--- src/rtl/arb_defs.sv ---
// Shared definitions for the rr_arbiter4 round-robin arbiter:
// FSM encoding, requester count, index width and the default hold limit.
package arb_defs;

   // Arbiter states: no owner, or exactly one owner recorded in `owner`.
   typedef enum logic {
      ARB_IDLE = 1'b0,
      ARB_OWN  = 1'b1
   } arb_state_e;

   localparam int NUM_REQ      = 4;
   localparam int IDX_W        = 2;

   // Default watchdog limit (consecutive cycles of ownership).
   localparam int MAX_HOLD_DEF = 15;

   // Binary requester index to one-hot grant vector.
   function automatic logic [NUM_REQ-1:0] idx_onehot(input logic [IDX_W-1:0] idx);
      return NUM_REQ'(1) << idx;
   endfunction

endpackage

--- src/rtl/rr_pick4.sv ---
// Combinational rotate-priority picker: returns the first requester with
// its req bit set, scanning ptr, ptr+1, ptr+2, ptr+3 (mod 4).
module rr_pick4
   import arb_defs::*;
(
   input  logic [NUM_REQ-1:0] req,
   input  logic [IDX_W-1:0]   ptr,
   output logic               any,
   output logic [IDX_W-1:0]   idx
);

   logic [IDX_W-1:0] cand;
   logic             found;

   // Scan the four candidates in rotated order; the first hit wins.
   always_comb begin
      any   = |req;
      idx   = ptr;
      cand  = ptr;
      found = 1'b0;
      for (int k = 0; k < NUM_REQ; k++) begin
         cand = ptr + IDX_W'(k);
         if (!found && req[cand]) begin
            idx   = cand;
            found = 1'b1;
         end
      end
   end

endmodule

--- src/rtl/rr_arbiter4.sv ---
// Four-requester round-robin arbiter driving the select of a shared 4:1 mux.
// The owner keeps the grant until it pulses its done bit or drops its
// request; priority then rotates to the requester after the owner, and a
// pending requester takes over on the same edge (no idle cycle).
//
// Optional watchdog: define RR_ARB_WATCHDOG_EN to add a hold counter that
// forcibly releases an owner after MAX_HOLD cycles and pulses `timeout`.
// Without the macro there is no counter and `timeout` is constant 0.
module rr_arbiter4
   import arb_defs::*;
#(
   parameter int MAX_HOLD = MAX_HOLD_DEF
)
(
   input  logic                 clk,
   input  logic                 rst,
   input  logic [NUM_REQ-1:0]   req,
   input  logic [NUM_REQ-1:0]   done,
   output logic [NUM_REQ-1:0]   grant,
   output logic [IDX_W-1:0]     sel,
   output logic                 busy,
   output logic                 timeout
);

   arb_state_e           state_q, state_n;
   logic [IDX_W-1:0]     owner_q, owner_n;
   logic [IDX_W-1:0]     ptr_q,   ptr_n;
   logic [NUM_REQ-1:0]   grant_q, grant_n;

   logic [NUM_REQ-1:0]   pick_req;
   logic [IDX_W-1:0]     pick_ptr;
   logic                 pick_any;
   logic [IDX_W-1:0]     pick_idx;

   logic                 rel;
   logic                 expire;

   // One picker serves both the first grant from IDLE and the handoff on
   // release; the FSM decides which request view and pointer it sees.
   rr_pick4 u_pick (
      .req (pick_req),
      .ptr (pick_ptr),
      .any (pick_any),
      .idx (pick_idx)
   );

   // Next-state logic: arbitration from IDLE, release and handoff from OWN.
   always_comb begin
      state_n  = state_q;
      owner_n  = owner_q;
      ptr_n    = ptr_q;
      rel      = 1'b0;
      pick_req = req;
      pick_ptr = ptr_q;
      case (state_q)
         ARB_IDLE: begin
            // ptr is left alone on an initial grant; it only moves on release.
            if (pick_any) begin
               state_n = ARB_OWN;
               owner_n = pick_idx;
            end
         end
         ARB_OWN: begin
            // Only the owner's own bits matter; other req/done changes
            // never preempt it.
            rel      = done[owner_q] | ~req[owner_q] | expire;
            // The owner is masked out so others are offered first, and the
            // scan starts just past the owner (3 wraps to 0).
            pick_req = req & ~idx_onehot(owner_q);
            pick_ptr = owner_q + IDX_W'(1);
            if (rel) begin
               ptr_n = pick_ptr;
               if (pick_any) begin
                  owner_n = pick_idx;
               end else begin
                  state_n = ARB_IDLE;
               end
            end
         end
         default: begin
            state_n = ARB_IDLE;
         end
      endcase
      grant_n = (state_n == ARB_OWN) ? idx_onehot(owner_n) : '0;
   end

   // State, owner, pointer and grant registers with synchronous reset.
   always_ff @(posedge clk) begin
      if (rst) begin
         state_q <= ARB_IDLE;
         owner_q <= '0;
         ptr_q   <= '0;
         grant_q <= '0;
      end else begin
         state_q <= state_n;
         owner_q <= owner_n;
         ptr_q   <= ptr_n;
         grant_q <= grant_n;
      end
   end

   // sel follows the registered owner, so it holds the last owner in IDLE.
   assign grant = grant_q;
   assign sel   = owner_q;
   assign busy  = (state_q == ARB_OWN);

`ifdef RR_ARB_WATCHDOG_EN
   localparam int              HOLD_W     = 8;
   localparam logic [HOLD_W-1:0] HOLD_LIMIT = HOLD_W'(MAX_HOLD - 1);

   logic [HOLD_W-1:0] hold_cnt_q;
   logic              new_grant;
   logic              revoke;
   logic              timeout_q;

   // A new ownership starts either from IDLE or as a handoff on release.
   assign new_grant = (state_n == ARB_OWN) &&
                      ((state_q == ARB_IDLE) || rel);
   assign expire    = (state_q == ARB_OWN) && (hold_cnt_q == HOLD_LIMIT);
   // A release the owner asked for anyway is not reported as a timeout.
   assign revoke    = expire & ~done[owner_q] & req[owner_q];

   // Hold counter: cleared on each new grant, counts cycles spent in OWN.
   always_ff @(posedge clk) begin
      if (rst) begin
         hold_cnt_q <= '0;
      end else if (new_grant) begin
         hold_cnt_q <= '0;
      end else if (state_q == ARB_OWN) begin
         hold_cnt_q <= hold_cnt_q + HOLD_W'(1);
      end
   end

   // Timeout pulse lines up with the handoff grant or the return to IDLE.
   always_ff @(posedge clk) begin
      if (rst) begin
         timeout_q <= 1'b0;
      end else begin
         timeout_q <= revoke;
      end
   end

   assign timeout = timeout_q;
`else
   // No watchdog: the owner holds until done or request drop.
   logic unused_max_hold;
   assign unused_max_hold = (MAX_HOLD != 0);
   assign expire          = 1'b0;
   assign timeout         = 1'b0;
`endif

endmodule
--- config.mk ---
export PLATFORM = sky130hd
export DESIGN_NAME = rr_arbiter4
export DESIGN_NICKNAME = d
export VERILOG_FILES = /design/src/rtl/arb_defs.sv /design/src/rtl/rr_pick4.sv /design/src/rtl/rr_arbiter4.sv
export SDC_FILE = /design/constraint.sdc
export NUM_CORES = 1
export LEC_CHECK = 0
export ABC_AREA = 1
export ABC_CLOCK_PERIOD_IN_PS = 4200
export CAP_MARGIN = 20
export CORE_MARGIN = 2
export CORE_UTILIZATION = 46
export DETAILED_ROUTE_END_ITERATION = 7
export PLACE_DENSITY_LB_ADDON = 0.1
export SYNTH_ARGS = -nofsm -noshare
export SYNTH_HDL_FRONTEND = slang
export SYNTH_HIERARCHICAL = 1
export SYNTH_SLANG_ARGS = --single-unit
--- constraint.sdc ---
create_clock -name clk -period 4.2 [get_ports clk]
set_input_delay 0.63 -clock clk [delete_from_list [all_inputs] [get_ports clk]]
set_output_delay 0.63 -clock clk [all_outputs]
set_load 0.005 [all_outputs]
-- Word-level counts from Yosys, hierarchy flattened
Cells that the tools add are included.
- register bits after elaboration: 9
- bits in latches: 0
- bits in writable memories: 0
- bits in read-only memories: 0
- bits of input ports: 10
- output and inout port bits: 8
- word-level logic and storage cells: 56
- memories: 0
- add/subtract/negate cells: 4
- multiply operators: 0
- divide/modulo/power cells: 0
- order comparisons: 5
- eq/ne operators: 0
- shift operators: 2
- multiplexer cells: 26
- bitwise gates (word level): 6
- reductions and logical operators: 9
- operators by type and width (kind ; count):
    2-bit by 3-bit < comparator with 1-bit output, second input constant ; 5
    1-bit binary-select mux with 2-bit select ; 6
    2-bit two-way mux ; 6
    1-bit two-way mux ; 11
    1-bit by 2-bit left shift with 4-bit output, first input constant ; 2
    2-bit by 1-bit adder with 2-bit output, second input constant ; 2
    2-bit adder, second input constant ; 2
    4-bit bitwise AND ; 1
    4-bit two-way mux ; 1
    4-bit NOT ; 1
    2-bit case mux with 2 select lines ; 1
    4-bit OR reduction ; 1
    1-bit logical AND ; 3
    1-bit logical NOT ; 3
    1-bit NOT ; 3
    1-bit case mux with 2 select lines ; 1
    2-bit AND reduction ; 1
    2-bit OR reduction ; 1
    1-bit bitwise OR ; 1

-- Logic depth before layout (Yosys ltp)
Gate-level depths: netlist of the first run.
- depth after elaboration: 20
- depth in mapped cells: 20
- depth with buffers taken out: 20

-- Cells and area by module
Netlist of the first run, hierarchy kept.
- by module, submodules not included (module ; times used ; cells an instance ; area each (um^2) ; seq. area each (um^2)):
    rr_arbiter4 ; 1 ; 66 ; 516.7 ; 180.2
    rr_pick4 ; 1 ; 62 ; 292.8 ; 0.0

-- Least setup slack after synthesis of the first run
No wires, ideal clock.
- path kind: reg2reg
- from: register owner_q[0] (netlist: sel[0])
- to: register grant_q[2] (netlist: grant[2])
- library setup time: 0.112 ns
- arrival time: 2.191 ns
- data required time: 4.088 ns
- setup slack: 1.898 ns
- cell stages (with the launch flop): 20
- path buffers: 0
- period minus slack after synthesis: 2.302 ns
- cells stage by stage: dfxtp_1 inv_2 ha_1 nand2_1 o21ai_0 nand2_1 nand2_4 nand2_1 nand2_1 nand3_1 nand2_1 nand2_1 nand3_1 nand2_1 a21oi_1 nand2_1 nand2_1 inv_1 nand2_1 nor2_1
- RTL lines (item ; RTL line ; text):
    start, declared ; rr_arbiter4.sv:26 ; logic [IDX_W-1:0] owner_q, owner_n;
    start signal, assigned ; rr_arbiter4.sv:96 ; owner_q <= owner_n;
    2-bit by 1-bit adder with 2-bit output * ; rr_arbiter4.sv:70 ; pick_ptr = owner_q + IDX_W'(1);
    2-bit two-way mux * ; rr_arbiter4.sv:55 ; case (state_q)
    net pick_ptr[1] ; rr_arbiter4.sv:31 ; logic [IDX_W-1:0] pick_ptr;
    parallel branches: the longest is 11 deep, another holds 2-bit by 1-bit adder with 2-bit output ; - ;
    2-bit two-way mux * ; rr_pick4.sv:23 ; if (!found && req[cand]) begin
    net pick_idx[1] ; rr_arbiter4.sv:33 ; logic [IDX_W-1:0] pick_idx;
    2-bit two-way mux * ; rr_arbiter4.sv:58, rr_arbiter4.sv:73 ;
    2-bit two-way mux ; rr_arbiter4.sv:71 ; if (rel) begin
    2-bit case mux with 2 select lines * ; rr_arbiter4.sv:55 ;
    1-bit by 2-bit left shift with 4-bit output * ; arb_defs.sv:19 ; return NUM_REQ'(1) << idx;
    end signal, assigned ; rr_arbiter4.sv:98 ; grant_q <= grant_n;
    end, declared ; rr_arbiter4.sv:28 ; logic [NUM_REQ-1:0] grant_q, grant_n;
Mark *: on every way through the listed nets, which the timed path passes. The select of a mux whose other input is x is not followed.
A chain may end at the register's enable or synchronous reset.

-- Final worst setup path of the first run
- from: register state_q (netlist: busy)
- to: register grant_q[2] (netlist: grant[2])
- longest elaborated chain between the ends: 17
- RTL lines (item ; RTL line ; text):
    start, declared ; rr_arbiter4.sv:25 ; arb_state_e state_q, state_n;
    start signal, assigned ; rr_arbiter4.sv:95 ; state_q <= state_n;
    2-bit two-way mux * ; rr_arbiter4.sv:55 ;
    net pick_ptr[0] ; rr_arbiter4.sv:31 ;
    parallel branches: the longest is 11 deep, another holds 2-bit by 1-bit adder with 2-bit output ; - ;
    2-bit two-way mux * ; rr_pick4.sv:23 ;
    net pick_idx[1] ; rr_arbiter4.sv:33 ;
    2-bit two-way mux * ; rr_arbiter4.sv:58, rr_arbiter4.sv:73 ;
    2-bit two-way mux ; rr_arbiter4.sv:71 ;
    2-bit case mux with 2 select lines * ; rr_arbiter4.sv:55 ;
    1-bit by 2-bit left shift with 4-bit output * ; arb_defs.sv:19 ;
Marks and branches as above.

==> results of run 1 <==
cell type report:
cell class              count  area [µm²]  area share [%]
clock buffers               4        26.3            2.64
inverters                  16        65.1            6.54
multi-input cells         100         542            54.5
flip-flops and latches      9         180            18.1
well taps                  17        21.3            2.14
repair buffers             16         160            16.1
power groups by stage:
| stage | Clock (mW) | Combinational (mW) | Sequential [mW] |
|---|---|---|---|
| finish | 0.0621 | 0.402 | 0.136 |
| global route | 0.0708 | 0.460 | 0.141 |
| CTS | 0.0652 | 0.406 | 0.137 |
| detailed placement | 0 | 0.403 | 0.139 |
| global placement | 0 | 0.395 | 0.139 |
| floorplan | 0 | 0.303 | 0.135 |
metrics by stage:
stage	power (mW)	util, %	hold WS, ps	worst slack, ps
after floorplan	0.438	-	423	1900
after global placement	0.534	57.3	438	1320
after detailed placement	0.541	57.3	443	1310
after CTS	0.608	58.9	450	1370
after global routing	0.671	58.9	496	1010
final	0.600	58.9	446	1370
layer usage:
layer / vias to the layer above / GRT usage, % / part of all wire (%)
met5: - / 0 / 0
met2: 13 / 33.9 / 53
met1: 362 / 20.5 / 44
met4: 0 / 5.14 / 0.24
li1: 434 / - / -
met3: 2 / 3.17 / 2.4
placed cells by master (no fill, tap or decap), types with 2 or more instances in the layout:
| cell type | Yosys | layout |
|---|---|---|
| nand2_2 | 7 | 7 |
| nand3_2 | 2 | 2 |
| nand3_1 | 9 | 9 |
| inv_2 | 2 | 2 |
| clkdlybuf4s50_1 | 0 | 16 |
| ha_1 | 4 | 4 |
| nor2_1 | 9 | 9 |
| a21boi_0 | 4 | 4 |
| dfxtp_1 | 9 | 9 |
| clkbuf_4 | 0 | 3 |
| nand4_1 | 2 | 2 |
| inv_1 | 12 | 12 |
| a21oi_1 | 4 | 4 |
| nand2_1 | 48 | 48 |
how the worst max path moves through the flow:
| stage | endpoint | slack [ps] | cells past startpoint |
|---|---|---|---|
| final | grant[2]$_SDFF_PP0_ | 1370 | 17 |
| after global routing | grant[2]$_SDFF_PP0_ | 1010 | 17 |
| after CTS | grant[2]$_SDFF_PP0_ | 1370 | 17 |
| after detailed placement | grant[2]$_SDFF_PP0_ | 1310 | 17 |
| after global placement | grant[2]$_SDFF_PP0_ | 1320 | 17 |
| after floorplan | grant[2]$_SDFF_PP0_ | 1900 | 19 |
state kept, by name (all words and copies together) (netlist names):
signal / flops
grant: 4
ptr_q: 2
sel: 2
busy: 1
logic make-up (layout without fill, tap and decap cells):
kind of cell,after synthesis,after routing
and+or+nand+nor,82,82
DFF,9,9
AOI/OAI and AO/OA,12,12
xor gates and xnor gates,1,1
buffers and inverters,19,36
other,1,1
adders and majority gates,4,4
worst max-delay path: stages (launching register included):
cell and delay [ps]:
dfxtp_1 570, nor2_1 80, a21oi_1 710, inv_6 110
nand2_2 100, nand3_1 80, nand2_2 160, nand3_1 120
nand2_1 120, nand2_1 50, nand3_1 90, nand2_1 50
a21oi_1 140, nand2_1 60, nand2_1 110, inv_1 50
nand2_1 70, nor2_1 50
==> impl_metrics.py, run 1 <==
metrics = {
    "yosys": {
        "avgSynthCellArea_um2": 6.32,
        "synth-compound-area-share_pct": 10.4,
        "synth_top_family_by_area": "simple AND/OR/NAND/NOR gates",
        "muxShareOfSynthArea_pct": 0,
        "postSynthCellCount": 128,
        "synth_warnings": 6,
        "synth-async-reset-ratio_pct": 0,
        "ys_dominant_reg_cell": "dfxtp_1",
        "synth_xor_area_share_pct": 1.08,
        "synth_cell_types": 28,
        "ys_ff_latch": 9,
        "yosys.area_share.simple_pct": 48.8,
        "netlist_area_um2": 810,
        "synth_top_area_cell": "dfxtp_1",
        "synth.top_cell.area_share_pct": 22.3,
        "synth_adder_area_share_pct": 6.18,
        "synth_common_cells": "48 x nand2_1, 12 x inv_1, 9 x dfxtp_1, 9 x nand3_1, 9 x nor2_1",
        "synth_seq_area_share_pct": 22.3,
        "synth_edf_count": 0,
        "synthTopCellsByArea": "dfxtp_1 22%, nand2_1 22%, ha_1 6.2%",
        "yosysMostFrequentCell": "nand2_1",
        "synth_nets": 142,
    },
    "power_and_ir_drop": {
        "pwr-share-clk_pct": 10.4,
        "p_sw_mw": 0.290,
        "switching_share_pct": 48.4,
        "combPwrFrac_pct": 67.0,
        "peakVddDrop_mv": 0.340,
        "intPower_mw": 0.310,
        "seqPwrFrac_pct": 22.7,
        "leakage_nw": 0.512,
        "p_per_area_nw_per_um2": 603,
    },
    "setup_path": {
        "rrSetupSlack_ps": 1370,
        "worstSetupEndpointType": "flop",
        "timing.rr.end": "grant[2]$_SDFF_PP0_",
        "ff2ff_path_depth": 17,
        "cp_data_required_time_ps": 4350,
        "crit_start": "busy$_SDFF_PP0_",
        "crit_type": "reg2reg",
        "critical_path.max_fanout": 13,
        "start_kind": "flop",
        "timing.rr.start": "busy$_SDFF_PP0_",
        "arrival_ps": 2980,
    },
    "routing": {
        "drc": 0,
        "viasPerCell": 5.01,
        "vias": 811,
        "wire_per_inst_um": 10.2,
        "drtIter0Drc": 13,
        "drt-pass1-iter-count": 4,
        "postRouteAntennaNets": 0,
        "finalWirelength_um": 1650,
    },
    "clock_network": {
        "clk_pin_slew_ps": 60,
        "numClockSinks": 9,
        "postCtsHoldBufs": 0,
        "cts.repair.resized": 0,
        "htreeDepth": 1,
        "cts_root_buf": "clkbuf_4",
        "cts_tree": "done",
        "clk_latency_ps": 250,
        "cts_buffers": 3,
        "postCtsSetupBuffers": 0,
        "cts_buffer_depth": 2,
    },
    "job": {
        "drv_cap": 0,
    },
    "floorplan": {
        "rows": 15,
        "dieArea_um2": 2110,
        "dieWidth_um": 46.0,
        "initial_core_util_pct": 47.9,
        "coreArea_um2": 1690,
        "boundaryPins": 18,
        "die_h_um": 46.0,
    },
    "cells_and_area": {
        "final-instance-count-excl-fill": 162,
        "nFillCells": 173,
        "drive_gt1_share_pct": 13.8,
        "fin_nets": 160,
        "fin_area_um2": 995,
        "antenna_cells": 0,
        "area_delta_synth_final_pct": 22.9,
    },
    "hold_path": {
        "hold_path_depth": 2,
        "hold_end": "ptr_q[1]$_SDFFE_PP0P_",
        "worstHoldStart": "ptr_q[1]$_SDFFE_PP0P_",
        "worstHoldPathType": "reg2reg",
    },
    "sta": {
        "finClkSkew_ps": 6.97,
        "final_max_slew_viol_count": 0,
        "finalSetupTns_ps": 0,
        "rsz0062_at_grt": "no",
        "min_period_over_period_pct": 67.5,
        "hold_viol": 0,
        "fmax_mhz": 353,
        "setup_viol": 0,
        "min_period_ps": 2830,
        "worst_pin_slew_ps": 901,
        "slew_headroom_pct": 39.9,
    },
    "placement": {
        "gp_congestion": 0.841,
        "port_buffers": 16,
        "dp_hpwl_um": 1380,
        "dp.cells": 158,
        "place_area_um2": 968,
    },
    "global_route": {
        "gr-total-overflow": 0,
        "antenna_found_initial": 0,
        "grt_pass1_wl_um": 2790,
        "grt_util_all_layers_pct": 18.1,
        "grt_max_degree": 14,
        "grt_pass1_vias": 720,
    },
    "run_status": {
        "status": "finished, final reports clean",
    },
}
Note: power is estimated with default switching activity, not from simulation.
==> inputs of run 2 (changes only) <==
--- a/config.mk
+++ b/config.mk
@@ -6,10 +6,10 @@
 export NUM_CORES = 1
 export LEC_CHECK = 0
 export ABC_AREA = 1
-export ABC_CLOCK_PERIOD_IN_PS = 4200
+export ABC_CLOCK_PERIOD_IN_PS = 2500
 export CAP_MARGIN = 20
 export CORE_MARGIN = 2
-export CORE_UTILIZATION = 46
+export CORE_UTILIZATION = 44
 export DETAILED_ROUTE_END_ITERATION = 7
 export PLACE_DENSITY_LB_ADDON = 0.1
 export SYNTH_ARGS = -nofsm -noshare
==> constraint.sdc (replaced) <==
create_clock -name clk -period 2.5 [get_ports clk]
set_input_delay 0.375 -clock clk [delete_from_list [all_inputs] [get_ports clk]]
set_output_delay 0.375 -clock clk [all_outputs]
set_load 0.005 [all_outputs]
==> run 2 against run 1 <==
Critical path depth up 4. Sequential power grew 55%. Die area is 4.2% higher. Critical endpoint unchanged. Largest power group unchanged.
==> impl_metrics.py, run 2 (synthesis gave the netlist of run 1 again) <==
metrics = {
    "floorplan": {
        "dieWidth_um": 46.9,
        "dieArea_um2": 2200,
        "initial_core_util_pct": 46.9,
        "rows": 15,
        "boundaryPins": 18,
        "coreArea_um2": 1730,
        "die_h_um": 46.9,
    },
    "setup_path": {
        "cp_data_required_time_ps": 2660,
        "ff2ff_path_depth": 21,
        "rrSetupSlack_ps": 260,
        "critical_path.max_fanout": 6,
        "start_kind": "flop",
        "worstSetupEndpointType": "flop",
        "timing.rr.start": "sel[0]$_SDFF_PP0_",
        "crit_type": "reg2reg",
        "arrival_ps": 2400,
        "timing.rr.end": "grant[2]$_SDFF_PP0_",
        "crit_start": "sel[0]$_SDFF_PP0_",
    },
    "run_status": {
        "status": "finished, final reports clean",
    },
    "sta": {
        "finClkSkew_ps": 5.23,
        "holdWs_ps": 452,
        "min_period_over_period_pct": 89.7,
        "hold_viol": 0,
        "min_period_ps": 2240,
        "setup_slack_ps": 256,
        "fmax_mhz": 446,
        "rsz0062_at_grt": "no",
        "final_max_slew_viol_count": 0,
        "finalSetupTns_ps": 0,
        "setup_viol": 0,
    },
    "cells_and_area": {
        "drive_gt1_share_pct": 19.0,
        "final_common_cell": "nand2_1",
        "antenna_cells": 0,
        "largest_reg_flops": 4,
        "area_delta_synth_final_pct": 31.8,
        "layout_common_cells": "47 x nand2_1, 16 x clkdlybuf4s50_1, 12 x inv_1",
        "fin_area_um2": 1070,
        "fin_nets": 168,
        "nFillCells": 176,
    },
    "routing": {
        "drc": 0,
        "postRouteAntennaNets": 0,
        "viasPerCell": 4.53,
        "vias": 807,
        "drt-pass1-iter-count": 4,
        "wire_per_inst_um": 10.0,
        "finalWirelength_um": 1780,
        "drtIter0Drc": 18,
    },
    "clock_network": {
        "clk_pin_slew_ps": 60,
        "clk_latency_ps": 260,
        "numClockSinks": 9,
        "htreeDepth": 1,
        "cts_root_buf": "clkbuf_4",
        "cts_tree": "done",
        "postCtsHoldBufs": 0,
        "cts_buffers": 3,
        "cts_buffer_depth": 2,
    },
    "placement": {
        "pre_cts_ws_ps": 9.38,
        "dp_hpwl_um": 1480,
        "gp_congestion": 0.798,
        "place_area_um2": 1040,
        "port_buffers": 16,
    },
    "hold_path": {
        "hold_end": "ptr_q[1]$_SDFFE_PP0P_",
        "worstHoldPathType": "reg2reg",
        "worstHoldStart": "ptr_q[1]$_SDFFE_PP0P_",
        "hold_path_depth": 2,
    },
    "power_and_ir_drop": {
        "peakVddDrop_mv": 0.620,
        "seqPwrFrac_pct": 19.5,
        "power_mw": 1.08,
        "pwr-share-clk_pct": 10.2,
        "p_sw_mw": 0.511,
        "combPwrFrac_pct": 70.3,
        "leakage_nw": 0.552,
        "intPower_mw": 0.570,
        "switching_share_pct": 47.3,
        "p_per_area_nw_per_um2": 1010,
    },
    "global_route": {
        "grt_util_all_layers_pct": 19.2,
        "grt_pass1_vias": 728,
        "grt_pass1_wl_um": 2990,
        "antenna_found_initial": 0,
        "gr-total-overflow": 0,
        "grt_max_degree": 12,
    },
    "job": {
        "drv_cap": 0,
    },
}
run 2: changes by cell type in the layout (fill, tap and decap cells not counted), sizes merged:
cell,previous run,this run
buf,0,8
run 2: power groups by stage:
stage / Combinational [mW] / Clock (mW) / Sequential (mW)
after floorplan: 0.509 / 0 / 0.227
after global placement: 0.735 / 0 / 0.212
after detailed placement: 0.752 / 0 / 0.215
after CTS: 0.758 / 0.114 / 0.212
after global routing: 0.859 / 0.121 / 0.215
final: 0.760 / 0.110 / 0.211
run 2: per-layer routing:
| metal | GRT usage, % | share of wire, % | vias to the layer above |
|---|---|---|---|
| li1 | - | - | 447 |
| met1 | 21.8 | 46 | 348 |
| met2 | 34.5 | 51 | 10 |
| met3 | 5.00 | 2.4 | 2 |
| met4 | 6.67 | 0.73 | 0 |
| met5 | 0 | 0 | - |
run 2: area by class of cell:
class	count	area (µm²)	area share (%)
multi-input combinational	100	544	51.0
timing repair buffer	24	220	20.6
sequential	9	180	16.9
inverter	16	65.1	6.10
tap	25	31.3	2.93
clock buffer	4	26.3	2.46
run 2: repair_timing:
| action | CTS | global route |
|---|---|---|
| buffers inserted | 0 | 0 |
| setup endpoints to repair | 0 | 4 |
| gates resized for setup | 0 | 3 |
run 2: per-stage QoR:
stage / std cells / utilization (%)
5_1_grt: 178 / 61.8
3_3_place_gp: 174 / 60.1
2_1_floorplan: 128 / -
4_1_cts: 178 / 61.7
6_report: 178 / 61.8
3_5_place_dp: 174 / 60.1
run 2: critical path, cell delays in order, from the launching register on:
cell and delay, ps:
dfxtp_1 340, inv_2 70, ha_1 310, nand2_1 60, o21ai_1 80, buf_4 180, inv_2 90, nand2_2 70
nand2_4 80, nand2_2 50, nand2_2 80, nand3_1 80, nand2_1 70, nand2_1 50, nand3_1 60, nand2_1 50
a21oi_1 140, nand2_1 80, nand2_2 80, inv_1 40, nand2_1 70, nor2_1 50
run 2: how the worst max path moves through the flow:
| stage | cells after the start | to |
|---|---|---|
| 6_report | 21 | grant[2]$_SDFF_PP0_ |
| 5_1_grt | 20 | grant[1]$_SDFF_PP0_ |
| 4_1_cts | 19 | grant[2]$_SDFF_PP0_ |
| 3_5_place_dp | 17 | grant[2]$_SDFF_PP0_ |
| 3_3_place_gp | 15 | grant[2]$_SDFF_PP0_ |
| 2_1_floorplan | 19 | grant[2]$_SDFF_PP0_ |
==> inputs of run 3 (changes only) <==
--- a/config.mk
+++ b/config.mk
@@ -5,11 +5,11 @@
 export SDC_FILE = /design/constraint.sdc
 export NUM_CORES = 1
 export LEC_CHECK = 0
-export ABC_AREA = 1
 export ABC_CLOCK_PERIOD_IN_PS = 2500
 export CAP_MARGIN = 20
 export CORE_MARGIN = 2
-export CORE_UTILIZATION = 44
+export CORE_UTILIZATION = 45
+export CTS_BUF_LIST = sky130_fd_sc_hd__clkbuf_2
 export DETAILED_ROUTE_END_ITERATION = 7
 export PLACE_DENSITY_LB_ADDON = 0.1
 export SYNTH_ARGS = -nofsm -noshare
==> run 3 against run 2 <==
Worst setup slack got worse by 58 ps. Wire length fell by 3.7%. Area after synthesis fell by 8.5%. Cell area fell by 5.7%. Largest power group unchanged. Sequential power rose by 8%. Non-clock buffer count rose by 1. Core utilization rose by 4.2 points.
==> impl_metrics.py, run 3 <==
metrics = {
    "run_status": {
        "status": "finished, final reports clean",
    },
    "global_route": {
        "gr-total-overflow": 0,
        "grt_max_degree": 12,
        "antenna_found_initial": 0,
        "grt_pass1_vias": 655,
        "grt_util_all_layers_pct": 20.3,
        "grt_pass1_wl_um": 2920,
    },
    "hold_path": {
        "worstHoldStart": "ptr_q[1]$_SDFFE_PP0P_",
        "worstHoldPathType": "reg2reg",
        "hold_path_depth": 2,
        "hold_end": "ptr_q[1]$_SDFFE_PP0P_",
    },
    "power_and_ir_drop": {
        "combPwrFrac_pct": 66.0,
        "seqPwrFrac_pct": 24.5,
        "p_sw_mw": 0.371,
        "power_mw": 0.930,
        "p_per_area_nw_per_um2": 924,
        "peakVddDrop_mv": 0.750,
        "leakage_nw": 0.431,
        "pwr-share-clk_pct": 9.5,
        "intPower_mw": 0.559,
        "switching_share_pct": 39.9,
    },
    "clock_network": {
        "htreeDepth": 1,
        "cts_buffers": 3,
        "cts_tree": "done",
        "cts_root_buf": "clkbuf_2",
        "clk_latency_ps": 250,
        "cts_buffer_depth": 2,
        "cts.repair.resized": 0,
        "clk_pin_slew_ps": 90,
        "postCtsSetupBuffers": 0,
        "numClockSinks": 9,
        "postCtsHoldBufs": 0,
    },
    "yosys": {
        "ys_dominant_reg_cell": "dfxtp_1",
        "yosysMostFrequentCell": "dfxtp_1",
        "synth_warnings": 6,
        "synth.top_cell.area_share_pct": 24.3,
        "synth_seq_area_share_pct": 24.3,
        "ys_ff_latch": 9,
        "avgSynthCellArea_um2": 8.61,
        "synth_nets": 100,
        "postSynthCellCount": 86,
        "synth_top_area_cell": "dfxtp_1",
        "synthTopCellsByArea": "dfxtp_1 24%, ha_1 6.8%, mux4_2 6.1%",
        "synth_cell_types": 35,
        "netlist_area_um2": 741,
        "synth_edf_count": 0,
        "synth_common_cells": "9 x dfxtp_1, 6 x nand2b_1, 6 x nor2_1",
        "synth-async-reset-ratio_pct": 0,
    },
    "setup_path": {
        "timing.rr.end": "grant[1]$_SDFF_PP0_",
        "rrSetupSlack_ps": 200,
        "start_kind": "flop",
        "cp_top_family": "simple AND/OR/NAND/NOR gates",
        "worstPathCellList": "inv_1 > ha_4 > mux2_2 > or3_1 > nand4b_1 > nand2_1 > nand3b_1 > o211a_1 > and3_2 > nor3b_1",
        "cp_slowest_cell": "or3_1",
        "critical_path.max_fanout": 5,
        "ff2ff_path_depth": 10,
        "timing.rr.start": "sel[0]$_SDFF_PP0_",
        "arrival_ps": 2470,
        "worstSetupEndpointType": "flop",
        "crit_type": "reg2reg",
        "cp_data_required_time_ps": 2670,
        "crit_path_max_incr_delay_ps": 370,
        "crit_buf_inv": 1,
    },
    "routing": {
        "postRouteAntennaNets": 0,
        "drc": 0,
        "viasPerCell": 5.50,
        "vias": 704,
        "wire_per_inst_um": 13.4,
        "drt-pass1-iter-count": 4,
        "finalWirelength_um": 1720,
        "drtIter0Drc": 14,
    },
    "sta": {
        "min_period_ps": 2300,
        "hold_viol": 0,
        "finClkSkew_ps": 4.42,
        "final_max_slew_viol_count": 0,
        "finalSetupTns_ps": 0,
        "fmax_mhz": 435,
        "rsz0062_at_grt": "no",
        "min_period_over_period_pct": 92.1,
        "setup_viol": 0,
    },
    "placement": {
        "dp_hpwl_um": 1350,
        "port_buffers": 16,
        "gp_congestion": 0.873,
        "dp.cells": 124,
    },
    "cells_and_area": {
        "antenna_cells": 0,
        "fin_nets": 127,
        "nFillCells": 127,
        "area_delta_synth_final_pct": 35.8,
        "final-instance-count-excl-fill": 128,
        "layout_common_cells": "16 x clkdlybuf4s50_1, 9 x dfxtp_1, 9 x buf_4",
        "final_common_cell": "clkdlybuf4s50_1",
        "largest_reg_flops": 4,
        "drive_gt1_share_pct": 21.4,
    },
    "floorplan": {
        "dieWidth_um": 44.6,
        "die_h_um": 44.6,
        "rows": 14,
        "boundaryPins": 18,
        "dieArea_um2": 1990,
        "initial_core_util_pct": 48.6,
        "coreArea_um2": 1520,
    },
    "job": {
        "drv_cap": 0,
    },
}
[run 3: cell count changes after synthesis, moves of 6 or more]
cell      before  now
nand3_1        9    1
nand2_1       48    5
nand2b_1       0    6
inv_1         12    5
nand2_2        7    0
[run 3: worst max path at each step]
stage	cells past startpoint	endpoint	slack, ps	from
3_5_place_dp	10	grant[1]$_SDFF_PP0_	100	req[3]
3_3_place_gp	9	grant[0]$_SDFF_PP0_	150	req[3]
5_1_grt	10	grant[1]$_SDFF_PP0_	40	sel[0]$_SDFF_PP0_
4_1_cts	10	grant[1]$_SDFF_PP0_	110	sel[0]$_SDFF_PP0_
2_1_floorplan	11	grant[1]$_SDFF_PP0_	90	sel[0]$_SDFF_PP0_
6_report	10	grant[1]$_SDFF_PP0_	200	sel[0]$_SDFF_PP0_
[run 3: power groups by stage]
stage	sequential [mW]	clock, mW	combinational (mW)
6_report	0.228	0.0883	0.614
5_1_grt	0.232	0.103	0.684
4_1_cts	0.227	0.0926	0.593
3_5_place_dp	0.231	0	0.589
3_3_place_gp	0.231	0	0.581
2_1_floorplan	0.247	0	0.331
[run 3: worst register-to-register path: cells and delay by family, from the launching register on]
family	cells	cell delay [ps]
flip-flops	1	320
buffers and inverters	1	160
adder cells (fa/ha/maj)	1	240
multiplexers	1	310
AO/OA/AOI/OAI	1	140
AND/OR/NAND/NOR	6	1070
[run 3: metrics by stage]
step	cell area [µm²]	hold slack, ps	setup slack [ps]	util, %
floorplan	741	444	94.0	-
finish	1010	495	199	66.0
global placement	972	476	150	63.8
CTS	992	494	111	65.1
detailed placement	972	478	104	63.8
global route	1010	511	43.9	66.0
[run 3: kinds of logic (layout without fill, tap and decap cells)]
logic type | count (synthesis) | in the layout | synth area share (%)
AO/OA/AOI/OAI | 21 | 21 | 23.1
adder cells (fa/ha/maj) | 4 | 4 | 6.76
buffers and inverters | 9 | 35 | 5.24
flip-flops | 9 | 9 | 24.3
multiplexers | 3 | 3 | 7.60
other | 1 | 1 | 0.506
AND/OR/NAND/NOR | 39 | 39 | 32.4
[run 3: final cells by class]
| type | count | area (µm²) | share of cell area (%) |
|---|---|---|---|
| Clock inverter | 1 | 5.00 | 0.498 |
| Timing Repair Buffer | 25 | 228 | 22.6 |
| Sequential cell | 9 | 180 | 17.9 |
| Tap cell | 16 | 20.0 | 1.99 |
| Inverter | 6 | 22.5 | 2.24 |
| Clock buffer | 3 | 15.0 | 1.49 |
| Multi-Input combinational cell | 68 | 536 | 53.2 |
[run 3: metal layers]
layer	vias up	global-route usage [%]	share of wire [%]	wire length (µm)
met2	17	30.1	46	783
met4	0	6.06	0.82	14
met5	-	0	0	0
met3	2	7.35	3.6	61
met1	328	27.4	50	854
li1	357	-	-	-
